===== config.mk =====
export PLATFORM = sky130hd
export DESIGN_NAME = command_tag_arbiter
export DESIGN_NICKNAME = d
export VERILOG_FILES = /design/src/rtl/command_tag_arbiter.sv
export SDC_FILE = /design/constraint.sdc
export NUM_CORES = 1
export LEC_CHECK = 0
export BUFFER_PORTS_ARGS = -buffer_cell sky130_fd_sc_hd__buf_4
export CORE_AREA = 2 2 145 147
export CTS_CLUSTER_DIAMETER = 50
export DETAILED_ROUTE_END_ITERATION = 10
export DIE_AREA = 0 0 147 149
export SLEW_MARGIN = 20
export SYNTH_ARGS = -nofsm -noshare
export SYNTH_HDL_FRONTEND = slang
export SYNTH_SLANG_ARGS = --single-unit

===== constraint.sdc =====
create_clock -name clock -period 4.5 [get_ports clock]
set_input_delay 1.35 -clock clock [delete_from_list [all_inputs] [get_ports clock]]
set_output_delay 1.35 -clock clock [all_outputs]
set_load 0.03 [all_outputs]

===== src/rtl/command_tag_arbiter.sv =====
// Round-robin arbiter sharing PSL command credits and the tag pool among NUM_CU requesters.
// Grants are combinational in RUN; the issued command is registered one cycle later.
module command_tag_arbiter #(
  parameter int NUM_CU   = 4,
  parameter int CMD_W    = 64,
  parameter int CREDIT_W = 8
) (
  input  logic                       clock,
  input  logic                       rstn,
  input  logic                       enabled,
  input  logic [CREDIT_W-1:0]        croom,
  input  logic [NUM_CU-1:0]          req_valid,
  input  logic [NUM_CU*CMD_W-1:0]    req_cmd,
  output logic [NUM_CU-1:0]          req_ready,
  input  logic                       tag_buffer_ready,
  input  logic                       tag_valid,
  input  logic [7:0]                 command_tag,
  output logic                       tag_pop,
  input  logic                       credit_return,
  output logic                       cmd_out_valid,
  output logic [7:0]                 cmd_out_tag,
  output logic [$clog2(NUM_CU)-1:0]  cmd_out_src,
  output logic [CMD_W-1:0]           cmd_out_payload,
  output logic [CREDIT_W-1:0]        credits,
  output logic                       credit_error
);

  localparam int SRC_W = $clog2(NUM_CU);

  typedef enum logic [1:0] {IDLE, LOAD, RUN} state_t;

  state_t           state;
  logic [SRC_W-1:0] rr_ptr;
  logic [SRC_W-1:0] grant_idx;
  logic [SRC_W-1:0] cand_idx;
  logic             found;
  logic             issue;
  logic [CMD_W-1:0] cmd_arr [NUM_CU];

  for (genvar g = 0; g < NUM_CU; g++) begin : g_split
    assign cmd_arr[g] = req_cmd[g*CMD_W +: CMD_W];
  end

  // Scan from the round-robin pointer, wrapping, and take the first requester.
  always_comb begin
    grant_idx = '0;
    cand_idx  = '0;
    found     = 1'b0;
    for (int k = 0; k < NUM_CU; k++) begin
      cand_idx = SRC_W'((int'(rr_ptr) + k) % NUM_CU);
      if (!found && req_valid[cand_idx]) begin
        found     = 1'b1;
        grant_idx = cand_idx;
      end
    end
  end

  assign issue     = (state == RUN) && found && (credits != '0) && tag_buffer_ready && tag_valid;
  assign req_ready = issue ? (NUM_CU'(1) << grant_idx) : '0;
  assign tag_pop   = issue;

  always_ff @(posedge clock) begin
    if (!rstn) begin
      state           <= IDLE;
      rr_ptr          <= '0;
      credits         <= '0;
      credit_error    <= 1'b0;
      cmd_out_valid   <= 1'b0;
      cmd_out_tag     <= '0;
      cmd_out_src     <= '0;
      cmd_out_payload <= '0;
    end else begin
      cmd_out_valid <= issue;
      if (issue) begin
        cmd_out_tag     <= command_tag;
        cmd_out_src     <= grant_idx;
        cmd_out_payload <= cmd_arr[grant_idx];
        rr_ptr          <= (grant_idx == SRC_W'(NUM_CU - 1)) ? '0 : grant_idx + 1'b1;
      end

      // A return outside RUN, or one that would overflow the counter, is a protocol error.
      if (credit_return && ((state != RUN) || (!issue && credits == '1)))
        credit_error <= 1'b1;

      if (!enabled) begin
        state   <= IDLE;
        credits <= '0;
      end else begin
        case (state)
          IDLE: begin
            state   <= LOAD;
            credits <= '0;
          end
          LOAD: begin
            state   <= RUN;
            credits <= croom;
          end
          RUN: begin
            if (issue && !credit_return)
              credits <= credits - 1'b1;
            else if (credit_return && !issue && credits != '1)
              credits <= credits + 1'b1;
          end
          default: state <= IDLE;
        endcase
      end
    end
  end

endmodule

# After elaboration in Yosys (flattened, before gate mapping)
# Cells that the tools add are included.
# word_totals
register_bits,88
in_bits,282
out_inout_bits,89
# op_classes
n_reduce_logical,23
n_bitwise,1
mux,25
eq_ne,7
addsub,6
order_cmp,5
shift,1
# op_table
op,count
64-bit binary-select mux with 2-bit select,1
64-bit 2-to-1 mux,2
8-bit case mux with 3 select lines,1
8-bit 2-to-1 mux,2
1-bit logical AND,12
2-bit by 3-bit < comparator with 1-bit output (second input constant),4
2-bit 2-to-1 mux,5
8-bit by 1-bit adder with 8-bit output (second input constant),1
1-bit binary-select mux with 2-bit select,4
8-bit == test (second input constant),1
1-bit 2-to-1 mux,8
8-bit != test (second input constant),1
8-bit nonzero test,1
8-bit by 1-bit subtractor with 8-bit output (second input constant),1
2-bit case mux with 3 select lines,1
1-bit logical NOT,5
2-bit by 1-bit adder with 2-bit output (second input constant),2
2-bit adder (second input constant),2
2-bit == test (second input constant),2
4-bit 2-to-1 mux,1
2-bit AND reduction,2
1-bit by 2-bit << shifter with 4-bit output (first input constant),1
3-bit >= comparator (second input constant),1
3-bit by 1-bit != test with 1-bit output (second input constant),1
other kinds (6),6

# Logic depth before layout (Yosys ltp)
# Gate-level depths: netlist (run 1).
# depth
depth_word,22
mapped_depth,15

# Least setup slack after synthesis (run 1)
# Ideal clock, no wire load.
# synth_timing
kind,input -> output
start,input port req_valid[1]
end,output port req_ready[0]
stages,7
path_slack_ps,296
required_time_ps,3150
path_buffers,3
t_arrival_ps,2854
path_cell_list,nor4_1 a211o_1 buf_6 inv_1 buf_2 buf_1 and2_1
# synth_via
elab_chain_len,17
word_cells_on_any_way,28
cone_classes,shift: 1; mux: 17; reduce/logical: 10
# synth_lines
item,line,text
start: declaration,12,"input logic [NUM_CU-1:0] req_valid,"
1-bit binary-select mux with 2-bit select,51,if (!found && req_valid[cand_idx]) begin
1-bit 2-to-1 mux (implied by the code),51,
1-bit 2-to-1 mux,51,
1-bit logical NOT,51,
1-bit logical AND,51,
1-bit 2-to-1 mux,51,
1-bit logical NOT,51,
1-bit logical AND,51,
1-bit 2-to-1 mux,51,
1-bit logical NOT,51,
1-bit logical AND,51,
1-bit 2-to-1 mux *,51,
1-bit logical AND * (4 in a row),58,assign issue = (state == RUN) && found && (credits != '0) && tag_buffer_ready && tag_valid;
net tag_pop,18,"output logic tag_pop,"
4-bit 2-to-1 mux *,59,assign req_ready = issue ? (NUM_CU'(1) << grant_idx) : '0;
end: declaration,14,"output logic [NUM_CU-1:0] req_ready,"
# The timed path passes the listed nets; every way through them passes the cells marked *. The select of a mux whose other input is x is not followed.

# Worst setup path in the final report (run 1)
# layout_timing
start,input port req_valid[0]
end,output port req_ready[2]
# layout_via
elab_chain_len,17
word_cells_on_any_way,28
cone_classes,shift: 1; mux: 17; reduce/logical: 10
# layout_lines
item,line
1-bit binary-select mux with 2-bit select,51
1-bit 2-to-1 mux (implied by the code),51
1-bit 2-to-1 mux,51
1-bit logical NOT,51
1-bit logical AND,51
1-bit 2-to-1 mux,51
1-bit logical NOT,51
1-bit logical AND,51
1-bit 2-to-1 mux,51
1-bit logical NOT,51
1-bit logical AND,51
1-bit 2-to-1 mux,51
1-bit logical AND (4 in a row),58
4-bit 2-to-1 mux *,59
# Every way passes the cells marked *; elsewhere a longest branch is shown, timed or not. The select of a mux whose other input is x is not followed.

==> results of run 1 <==
-- worst max-delay path by stage --
stage                  from      endpoint  slack, ps  cells past startpoint
2_1_floorplan  req_valid[1]  req_ready[0]        300                      7
3_3_place_gp   req_valid[0]    credits[7]        390                     13
3_5_place_dp   req_valid[0]    credits[7]        310                     13
4_1_cts        req_valid[0]  req_ready[2]        460                      6
5_1_grt        req_valid[0]  req_ready[0]        390                      6
6_report       req_valid[0]  req_ready[2]        480                      6
-- final cells by class --
cell class	instances	area, um^2
Fill cell	2120	11600
Multi-Input combinational cell	466	3630
Timing Repair Buffer	380	2870
Sequential cell	88	1760
Tap cell	275	344
Clock buffer	10	229
Clock inverter	4	47.5
Inverter	11	41.3
-- state kept, by name (all words and copies together) (netlist names) --
| signal | cells |
|---|---|
| state | 2 |
| cmd_out_tag | 8 |
| cmd_out_valid | 1 |
| rr_ptr | 2 |
| cmd_out_payload | 64 |
| credits | 8 |
| credit_error | 1 |
| cmd_out_src | 2 |
-- cell families after synthesis --
family,Yosys count
multiplexers,195
flip-flops,88
AO/OA/AOI/OAI,118
buffers and inverters,65
adder cells (fa/ha/maj),16
XOR/XNOR,4
AND/OR/NAND/NOR,133
-- cell usage in the layout, fill, tap and decap left out, drive strengths merged, types with 3 or more instances in the layout --
cell type  netlist  routed
a21boi          10      10
a21oi           12      12
and2             5       5
buf             23     380
clkbuf          31      10
dfxtp           88      88
ha              15      15
inv             11      11
mux2            64      64
mux2i          131     131
nand2           31      31
nand3           74      74
nor2             8       8
nor3             3       3
nor4             3       3
o21a             4       4
o21ai           73      73
xnor2            3       3
-- through the flow --
stage,instances,total power (W)
after floorplan,619,0.00101
after CTS,1234,0.00199
after global routing,1234,0.00205
after global placement,1220,0.00124
after detailed placement,1220,0.00124
final,1234,0.00196
-- routing by layer --
layer / global-route usage / part of all wire / wire length (um) / vias up
met5: 0 / 0 / 0 / -
met4: 0.0553 / 0.017 / 343 / 0
met3: 0.0602 / 0.091 / 1890 / 20
met2: 0.315 / 0.49 / 10100 / 249
met1: 0.216 / 0.40 / 8390 / 2693
li1: - / - / - / 2923
-- report_power, final --
part / leakage [nW] / switching [W] / internal, W / total [W]
Sequential: 0.709 / 0.00000273 / 0.000781 / 0.000784
Clock: 0.134 / 0.000318 / 0.000423 / 0.000741
Combinational: 3.09 / 0.000157 / 0.000279 / 0.000437
-- worst min-delay path: cells and delay by family (launching register included) --
family             cells  cell delay, ps
AOI/OAI and AO/OA      1              60
DFF                    1             310
and+or+nand+nor        1              50
==> run_results.csv, run 1 <==
group,metric,value,unit
placement,portBuffers,370,
clock_tree,ctsResizeCount,0,
synth,synthAdderAreaFrac,0.0364,
timing,finalHoldViolCount,0,
cells_and_area,post-route-cell-area,8920,um^2
min_path,holdPathEnd,"cmd_out_src[0]",
global_routing,grtUsageTotal,0.182,
synth,yosys_warnings,0,
placement,dp_hpwl,15900,um
timing,fin_skew,9.00,ps
pwr,total_leakage_power,3.93,nW
synth,synthMuxAreaShare,0.356,
setup_path,critPathCaptureType,"primary output",
min_path,hold_path_class,"reg -> reg",
floorplan,die_h,149,um
status,status,"completed",
synth,yosysTopAreaCell,"dfxtp_1",
setup_path,crit_buf_inv,3,
clock_tree,cts_made_buffers,9,
floorplan,coreArea,20600,um^2
run,max_cap_violations,0,
cells_and_area,layout.nets,1254,
setup_path,cp_slowest_cell,"nor4_1",
floorplan,rows,53,
synth,ys.flop_type,"dfxtp_1",
clock_tree,cts_hold_buf,0,
clock_tree,cts_tree,"built",
routing,vias,5885,
timing,slew_headroom,0.367,
floorplan,num_io_pins,371,
synth,seq_area_frac_synth,0.308,
pwr,power_density,220,nW/um^2
setup_path,start_kind,"primary input",
timing,clock.fmax,249,MHz
timing,slew_violations,0,
routing,drt_pass1_iterations,4,
clock_tree,cts_root_buffer,"clkbuf_16",
setup_path,r2r_end,"credits[7]",
clock_tree,cts.sinks,88,
setup_path,cp.required,3150,ps
global_routing,grt_pass1_wl,31500,um
synth,syn_area,5710,um^2
routing,ant_nets,0,
synth,synth_common_cells,"131 x mux2i_1, 88 x dfxtp_1, 74 x nand3_1, 73 x o21ai_0, 64 x mux2_2",
clock_tree,clockBufferDepth,2,
global_routing,grt_pass1_vias,5880,
synth,yosysMostFrequentCell,"mux2i_1",
placement,place_area,8650,um^2
timing,period_needed,4020,ps
floorplan,start_util,0.278,
setup_path,reg2reg_from,"state[0]",
placement,place_congestion,0.852,
global_routing,grt_overflow,0,
synth,synth.distinct_cells,45,
synth,synth_xor_area_frac,0.00613,
timing,fin_crit_sh,0.894,
clock_tree,post_cts_buffers,0,
cells_and_area,area_growth,56.2,%
setup_path,cp_max_fo,13,
synth,avgSynthCellArea,9.23,um^2
synth,synth_compound_area_frac,0.122,
timing,setup_ws,479,ps
synth,yosysTopAreaCellShare,0.308,
pwr,worst_ir_drop_vdd,0.000141,V
placement,dp_worst_setup_slack,310,ps
min_path,min_from,"cmd_out_src[0]",
setup_path,critPathArrivalTime,2670,ps
timing,fin_tns_setup,0,ps
setup_path,reg2reg_slack,950,ps
routing,drc,0,
setup_path,ff2ff_path_depth,14,
synth,synth_top_family_by_area,"multiplexers",
setup_path,max_stage_delay,440,ps
floorplan,die_x,147,um
cells_and_area,drive_gt1_frac,0.484,
setup_path,worstSetupPathType,"in -> out",
clock_tree,path_clk_slew,70,ps
setup_path,crit_chain,"buf_4, nor4_1, a211o_2, inv_1, and2_1, buf_4",
routing,wirelength,20800,um
synth,synth_simple_gate_area_frac,0.112,
timing,finalSetupViolCount,0,
synth,postSynthNetCount,917,
synth,synth-edff-count,0,
setup_path,path_common_cell,"buf_4",
floorplan,die_area,21900,um^2
synth,syn_inst,619,
cells_and_area,final_core_util,0.434,
cells_and_area,diodes,0,
min_path,whs_path_depth,2,
global_routing,antenna_found_initial,0,
setup_path,cp_top_family,"simple AND/OR/NAND/NOR gates",
timing,tightest_slew,950,ps
clock_tree,ctsHtreeMaxLevel,3,
synth,ys_seq_elements,88,
timing,rsz0062_at_grt,"false",
routing,via_per_inst,4.77,
routing,wire_per_inst,16.8,um
routing,drtIter0Drc,183,
clock_tree,clk-insertion-delay-late,340,ps
synth,postSynth.asyncResetShare,0,
timing,holdWs,465,ps
global_routing,grt_max_degree,79,
synth,synth_area_leaders,"dfxtp_1 31%, mux2i_1 23%, mux2_2 13%, nand3_1 6.5%, o21ai_0 6.4%",
Note: power is estimated with default switching activity, not from simulation.
==> inputs of run 2 (changes only) <==
Settings changed: CORE_AREA 2 2 145 147 to 2 2 144 146, DIE_AREA 0 0 147 149 to 0 0 146 148.
Clock period 4.5 ns to 3.5 ns, I/O delays scaled along.
==> run 2 against run 1 <==
  * Combinational power grew 31%
  * Global-route usage grew 0.36 points
  * Sequential share of layout area shrank 0.23 points
==> run_results.csv, run 2 (synthesis results as in run 1) <==
group,metric,value,unit
setup_path,critPathCaptureType,"primary output",
placement,place_congestion,0.811,
timing,fin_skew,9.21,ps
floorplan,die_x,146,um
cells_and_area,layout_common_cells,"389 x buf_4, 131 x mux2i_1, 88 x dfxtp_1",
routing,ant_nets,0,
setup_path,cp_max_fo,12,
placement,portBuffers,370,
timing,finalHoldViolCount,0,
global_routing,grtUsageTotal,0.186,
setup_path,start_kind,"primary input",
global_routing,antenna_found_initial,1,
timing,period_needed,3390,ps
clock_tree,cts_made_buffers,9,
routing,vias,5883,
clock_tree,cts_root_buffer,"clkbuf_16",
cells_and_area,post-route-cell-area,9030,um^2
pwr,pwr-share-comb,0.220,
min_path,min_from,"cmd_out_tag[4]",
cells_and_area,area_growth,58.0,%
cells_and_area,regMostFlops,"cmd_out_payload",
setup_path,critPathArrivalTime,2340,ps
pwr,power_density,287,nW/um^2
clock_tree,clockBufferDepth,2,
pwr,clkPwrFrac,0.392,
cells_and_area,fillers,2092,
floorplan,start_util,0.285,
clock_tree,cts.sinks,88,
placement,dp_worst_setup_slack,-68.3,ps
pwr,p_sw,0.000634,W
clock_tree,path_clk_slew,70,ps
timing,rsz0062_at_grt,"false",
pwr,p_sw_frac,0.244,
clock_tree,clk-insertion-delay-late,340,ps
routing,drt_pass1_iterations,4,
timing,slew_headroom,0.548,
pwr,total_leakage_power,3.99,nW
timing,tightest_slew,679,ps
routing,via_per_inst,4.74,
clock_tree,cts_hold_buf,0,
setup_path,startpoint,"req_valid[0]",
floorplan,die_area,21600,um^2
clock_tree,post_cts_buffers,0,
floorplan,coreArea,20000,um^2
pwr,sequentialPowerShare,0.388,
cells_and_area,reg_top3,"cmd_out_payload x64, cmd_out_tag x8, credits x8",
routing,drtIter0Drc,165,
global_routing,grt_pass1_wl,32000,um
placement,place_area,8710,um^2
timing,setup_ws,109,ps
cells_and_area,drive_gt1_frac,0.490,
floorplan,num_io_pins,371,
pwr,p_int,0.00196,W
global_routing,grt_max_degree,70,
clock_tree,ctsResizeCount,0,
cells_and_area,layout.nets,1264,
global_routing,grt_pass1_vias,5940,
setup_path,cp.required,2450,ps
timing,clock.fmax,295,MHz
cells_and_area,largest_reg_flops,64,
clock_tree,ctsHtreeMaxLevel,3,
timing,finalSetupViolCount,0,
setup_path,reg2reg_from,"state[0]",
timing,slew_violations,0,
routing,wire_per_inst,17.2,um
pwr,worst_ir_drop_vdd,0.000237,V
floorplan,rows,52,
setup_path,worstSetupPathType,"in -> out",
pwr,power,0.00259,W
global_routing,grt_overflow,0,
min_path,hold_path_class,"reg -> reg",
timing,fin_crit_sh,0.969,
routing,drc,0,
status,status,"completed",
routing,wirelength,21300,um
placement,dp_hpwl,16400,um
clock_tree,cts_tree,"built",
floorplan,die_h,148,um
run,max_cap_violations,0,
cells_and_area,final_common_cell,"buf_4",
run 2: cell types whose count changed in the layout (fill, tap and decap cells not counted):
cell        before  now
buf_4          379  389
clkbuf_8         0    2
clkinv_2         2    0
clkinvlp_4       1    3
diode_2          0    1
run 2: metrics by stage:
stage	std cells	hold WS [ps]	TNS, ps	util
floorplan	619	518	0	-
global placement	1225	453	-1.83	0.435
detailed placement	1225	458	-103	0.435
CTS	1241	467	0	0.450
global route	1242	492	0	0.450
finish	1242	467	0	0.450
run 2: area by class of cell:
| type | count | area (um^2) | area share |
|---|---|---|---|
| Multi-Input combinational cell | 466 | 3630 | 0.403 |
| Timing Repair Buffer | 390 | 2940 | 0.326 |
| Sequential cell | 88 | 1760 | 0.195 |
| Tap cell | 270 | 338 | 0.0374 |
| Clock buffer | 12 | 256 | 0.0284 |
| Clock inverter | 4 | 52.6 | 0.00582 |
| Inverter | 11 | 41.3 | 0.00457 |
| Antenna cell | 1 | 2.50 | 0.000277 |
run 2: worst paths after layout:
kind | to | slack (ps) | cells past startpoint
max | req_ready[3] | 110 | 7
max reg2reg | credits[7] | 610 | 14
min reg2reg | cmd_out_tag[4] | 470 | 2
min | cmd_out_tag[4] | 470 | 2
run 2: worst max-delay path: stages:
cell	delay [ps]
buf_4	130
nor4_1	410
a211o_2	180
inv_1	70
buf_4	170
and2_1	160
buf_4	160
run 2: power by group through the flow:
stage | combinational [W] | clock [W] | sequential (W)
after global routing | 0.000616 | 0.00107 | 0.00101
after detailed placement | 0.000576 | 0 | 0.00103
final | 0.000571 | 0.00102 | 0.00101
after floorplan | 0.000272 | 0 | 0.00103
after CTS | 0.000576 | 0.00104 | 0.00101
after global placement | 0.000569 | 0 | 0.00103
run 2: routing by layer:
metal,vias up,GRT usage,share of wire
met5,-,0,0
met1,2689,0.219,0.42
met2,238,0.333,0.50
li1,2942,-,-
met3,14,0.0503,0.073
met4,0,0.0524,0.012
